**config.mk**
```make
export PLATFORM = sky130hd
export DESIGN_NAME = cmsdk_apb4_eg_slave_if
export DESIGN_NICKNAME = d
export VERILOG_FILES = /design/src/rtl/cmsdk_apb4_eg_slave_pkg.sv /design/src/rtl/cmsdk_apb4_eg_slave_if.sv
export SDC_FILE = /design/constraint.sdc
export NUM_CORES = 1
export LEC_CHECK = 0
export CORE_MARGIN = 1
export CORE_UTILIZATION = 40
export CTS_BUF_LIST = sky130_fd_sc_hd__clkbuf_16
export DETAILED_ROUTE_END_ITERATION = 10
export PLACE_DENSITY_LB_ADDON = 0.15
export SLEW_MARGIN = 40
export SYNTH_ARGS = -nofsm -noshare
export SYNTH_HDL_FRONTEND = slang
export SYNTH_SLANG_ARGS = --single-unit
```
**constraint.sdc**
```tcl
create_clock -name pclk -period 2.1 [get_ports pclk]
set_input_delay 0.42 -clock pclk [delete_from_list [all_inputs] [get_ports pclk]]
set_output_delay 0.42 -clock pclk [all_outputs]
set_load 0.005 [all_outputs]
```
**src/rtl/cmsdk_apb4_eg_slave_pkg.sv**
```systemverilog
// Shared types and constants for the APB4 example-slave protocol front end.
// Nothing here is configurable; CMSDK_APB4_EG_SLAVE_PROT_CHECK_EN affects only the top.
package cmsdk_apb4_eg_slave_pkg;

  localparam int CNT_W  = 4;
  localparam int DATA_W = 32;

  // Upper address bits of the read-only ID region for the default 12-bit bus.
  localparam logic [5:0] ID_PREFIX = 6'h3F;

  typedef enum logic [1:0] {
    IDLE,
    WAIT,
    EXEC,
    DONE
  } state_e;

endpackage

```
**src/rtl/cmsdk_apb4_eg_slave_if.sv**
```systemverilog
// APB4 slave front end: turns APB transfers into one-cycle strobes for the register bank.
// Optional macro CMSDK_APB4_EG_SLAVE_PROT_CHECK_EN rejects unprivileged (pprot[0]=0) transfers.
module cmsdk_apb4_eg_slave_if
  import cmsdk_apb4_eg_slave_pkg::*;
#(
  parameter int ADDRWIDTH   = 12,
  parameter int WAIT_STATES = 0
) (
  input  logic                 pclk,
  input  logic                 presetn,
  input  logic                 psel,
  input  logic                 penable,
  input  logic                 pwrite,
  input  logic [ADDRWIDTH-1:0] paddr,
  input  logic [DATA_W-1:0]    pwdata,
  input  logic [3:0]           pstrb,
  input  logic [2:0]           pprot,
  output logic [DATA_W-1:0]    prdata,
  output logic                 pready,
  output logic                 pslverr,
  output logic [ADDRWIDTH-1:0] addr,
  output logic                 read_en,
  output logic                 write_en,
  output logic [3:0]           byte_strobe,
  output logic [DATA_W-1:0]    wdata,
  input  logic [DATA_W-1:0]    rdata
);

  state_e                 state_q, state_d;
  logic [CNT_W-1:0]       cnt_q, cnt_d;
  logic                   wr_q, wr_d;
  logic                   err_q, err_d;
  logic [ADDRWIDTH-1:0]   addr_q, addr_d;
  logic [DATA_W-1:0]      wdata_q, wdata_d;
  logic [3:0]             strb_q, strb_d;
  logic [DATA_W-1:0]      prdata_q, prdata_d;

  logic id_hit;
  logic req_err;
  logic unused_prot;

  generate
    if (ADDRWIDTH == 12) begin : g_id12
      assign id_hit = (paddr[11:6] == ID_PREFIX);
    end else begin : g_idn
      assign id_hit = &paddr[ADDRWIDTH-1:6];
    end
  endgenerate

`ifdef CMSDK_APB4_EG_SLAVE_PROT_CHECK_EN
  assign req_err     = (pwrite & id_hit) | ~pprot[0];
  assign unused_prot = ^pprot[2:1];
`else
  assign req_err     = pwrite & id_hit;
  assign unused_prot = ^pprot;
`endif

  always_ff @(posedge pclk or negedge presetn) begin
    if (!presetn) begin
      state_q  <= IDLE;
      cnt_q    <= '0;
      wr_q     <= 1'b0;
      err_q    <= 1'b0;
      addr_q   <= '0;
      wdata_q  <= '0;
      strb_q   <= '0;
      prdata_q <= '0;
    end else begin
      state_q  <= state_d;
      cnt_q    <= cnt_d;
      wr_q     <= wr_d;
      err_q    <= err_d;
      addr_q   <= addr_d;
      wdata_q  <= wdata_d;
      strb_q   <= strb_d;
      prdata_q <= prdata_d;
    end
  end

  always_comb begin
    state_d  = state_q;
    cnt_d    = cnt_q;
    wr_d     = wr_q;
    err_d    = err_q;
    addr_d   = addr_q;
    wdata_d  = wdata_q;
    strb_d   = strb_q;
    prdata_d = prdata_q;
    read_en  = 1'b0;
    write_en = 1'b0;
    pready   = 1'b0;
    pslverr  = 1'b0;

    case (state_q)
      IDLE: begin
        // Only a genuine setup phase starts a transfer; a stray penable is ignored.
        if (psel && !penable) begin
          addr_d  = paddr;
          wdata_d = pwdata;
          strb_d  = pwrite ? pstrb : 4'b0000;
          wr_d    = pwrite;
          err_d   = req_err;
          cnt_d   = CNT_W'(WAIT_STATES);
          state_d = (WAIT_STATES > 0) ? WAIT : EXEC;
        end
      end
      WAIT: begin
        if (!psel) begin
          state_d = IDLE;
        end else begin
          cnt_d = cnt_q - CNT_W'(1);
          if (cnt_q == CNT_W'(1)) state_d = EXEC;
        end
      end
      EXEC: begin
        write_en = wr_q & ~err_q;
        read_en  = ~wr_q & ~err_q;
        prdata_d = read_en ? rdata : '0;
        state_d  = psel ? DONE : IDLE;
      end
      DONE: begin
        pready  = 1'b1;
        pslverr = err_q;
        state_d = IDLE;
      end
      default: state_d = IDLE;
    endcase
  end

  assign prdata      = prdata_q;
  assign addr        = addr_q;
  assign wdata       = wdata_q;
  assign byte_strobe = strb_q;

endmodule

```
==> impl_metrics.csv <==
group,metric,value,unit
status,outcome,"completed",
clocking,cts_tree,"built",
critical_path,timing.rr.start,"state_q[0]",
synthesis,synth.top_cells.by_area,"dfrtp_1, mux2_2, a22o_1",
synthesis,yosysWarnings,0,
placed_design,io_buffers,168,
global_route,grt_max_degree,44,
clocking,numCtsBuffers,9,
synthesis,synthCells,226,
route,wl_per_cell,16.2,um
timing,fin_ws,0.201,ns
synthesis,async_flop_share,1.00,
synthesis,synthDistinctLibCells,28,
clocking,cts_buffer_depth,2,
timing,period_needed,1.90,ns
critical_path,crit_path_end_kind,"output port",
power,ir_worst_vdd,456,uV
route,firstDrtPassIters,4,
synthesis,ys.flop_type,"dfrtp_1",
timing,tightestPinTransition,0.438,ns
clocking,h-tree-depth,3,
layout,diodes,0,
timing,final.setup.tns,0,ns
power,power.density,1030,nW/um^2
critical_path,rr_worst_depth,4,
clocking,clock-root-buffer,"clkbuf_16",
critical_path,worstPathRequired,1.68,ns
global_route,overflow,0,
critical_path,start_kind,"flip-flop",
layout,final_nets,491,
floorplan,rows,33,
synthesis,syn_area,3430,um^2
synthesis,synth_nets,316,
placed_design,routabilityCongestion,0.759,
timing,rsz0062_at_grt,"false",
synthesis,ys_seq_area_frac,0.642,
synthesis,synth_enable_flop_cells,0,
floorplan,pin_count,172,
route,wl,8.27,mm
timing,fmax,527,MHz
global_route,grt_pass1_wl,12.8,mm
layout,final_cells,511,
timing,finalSetupViolCount,0,
synthesis,ys_seq_elements,88,
global_route,antenna_found_initial,0,
floorplan,core_area,8260,um^2
timing,fin_skew,0.00763,ns
clocking,clkTransAtPathRegs,0.07,ns
global_route,grt_pass1_vias,2564,
route,drc,0,
timing,relSlewSlack,0.708,
route,antenna_left,0,
critical_path,worstSetupPathType,"reg2out",
floorplan,dieHeight,94.6,um
route,viasPerCell,4.96,
critical_path,critical_path.startpoint,"err_q",
placed_design,place_hpwl,6.00,mm
floorplan,start_util,0.415,
timing,hold_viol,0,
synthesis,syn_avg_cell_area,15.2,um^2
clocking,hold_buffers,0,
global_route,grt_usage,0.187,
floorplan,design.die.area,8950,um^2
route,num_vias,2535,
timing,slew_viol_final,0,
clocking,clock_sinks,88,
critical_path,worstPathMaxFanout,4,
layout,final_cell_area,5560,um^2
job,cap_violations,0,
synthesis,synthMostInstantiatedCell,"dfrtp_1",
layout,drive_above_1_share,0.187,
timing,finalCritPeriodShare,0.904,
placed_design,dp_cells,495,
placed_design,post-place-ws,0.0354,ns
power,p_leak,2.45,nW
clocking,clock_latency,0.33,ns
layout,utilization,0.673,
min_path,hp-class,"in2async",
synthesis,synth_top_area_cell,"dfrtp_1",
synthesis,synth_common_cells,"dfrtp_1, a22o_1, mux2_2, mux2_4, nand2_1",
critical_path,cp_data_arrival_time,1.48,ns
route,drt_iter0_drc,81,
synthesis,synth_top_area_frac,0.642,
clocking,cts_setup_buffers,0,
floorplan,die_w,94.6,um
placed_design,place_area,5270,um^2
layout,syn_to_final_growth,62.0,%
worst paths after layout:
kind / end / slack [ns]
hold / removal: prdata[6] / 0.03
hold reg to reg: byte_strobe[3] / 0.48
setup reg to reg: addr[7] / 0.34
max in group asynchronous: wdata[29] / 1.47
min in group pclk: byte_strobe[3] / 0.48
setup / recovery: pslverr / 0.20
registers in the layout, summed over array words and instances, names as in the netlist:
| name | count |
|---|---|
| byte_strobe | 4 |
| addr | 12 |
| state_q | 2 |
| wr_q | 1 |
| err_q | 1 |
| wdata | 32 |
| prdata | 32 |
| cnt_q | 4 |
repair_timing:
action	in CTS	in global routing
gates cloned	0	0
pin swaps	0	0
gates resized for setup	4	1
setup endpoints to repair	2	1
critical path: stages, from the launching register on:
cell and delay [ns]:
dfrtp_1 0.47, and3_1 0.19, clkdlybuf4s50_1 0.49
layout by cell type (no fill, tap or decap):
cell type        instances
dlymetal6s2s_1           1
buf_4                    8
nand2_1                 10
nor3b_1                  1
buf_12                   3
dlygate4sd2_1            1
o21ai_0                  9
clkinvlp_4               1
o21a_1                   1
nor2b_1                  1
nand3b_1                 1
mux2_2                  27
nand3_1                  1
or4b_4                   1
nand4b_1                 1
and2_1                   3
mux2i_1                  1
dfrtp_2                  1
o31ai_1                  1
a21oi_1                  1
clkinv_1                 1
ha_1                     2
nand2b_2                 1
inv_6                    1
clkbuf_16                9
clkinv_4                 2
nor3b_2                  1
nand2b_1                 2
a22o_1                  32
and3_1                   2
clkdlybuf4s50_1        165
clkinv_2                 2
xnor2_1                  1
nor4_1                   1
dfrtp_1                 87
nor3_4                   1
inv_1                    3
nand4_1                  1
mux2_4                  18
per-stage QoR:
stage	total power (W)	hold WS, ns
floorplan	0.00309	0.124
global placement	0.00430	0.393
detailed placement	0.00434	0.398
CTS	0.00583	0.0399
global route	0.00606	0.0631
finish	0.00574	0.0338
per-layer routing:
metal	vias to the layer above	track usage	share of wire
met5	-	0	0
met3	12	0.0475	0.094
met4	0	0.0631	0.012
met1	1235	0.243	0.43
li1	1170	-	-
met2	118	0.304	0.46
power by group:
part	switching (W)	internal [W]	total (W)
Sequential	0.000267	0.00217	0.00244
Clock	0.000642	0.000801	0.00144
Combinational	0.000542	0.00132	0.00186
Total	0.00145	0.00429	0.00574
cell families after synthesis:
kind of cell               share of synthesized area
AOI/OAI and AO/OA                              0.101
xor gates and xnor gates                     0.00255
adders and majority gates                    0.00730
buffers and inverters                         0.0285
DFF                                            0.642
muxes                                          0.170
and+or+nand+nor                               0.0485
area by class of cell:
type                            count  area, um^2
Timing Repair Buffer              178        1790
Tap cell                          105         131
Fill cell                         627        2700
Clock inverter                      7        47.5
Clock buffer                        9         225
Multi-Input combinational cell    121        1140
Sequential cell                    88        2200
Inverter                            3        11.3
No activity file was read; power rests on OpenSTA's default activity.
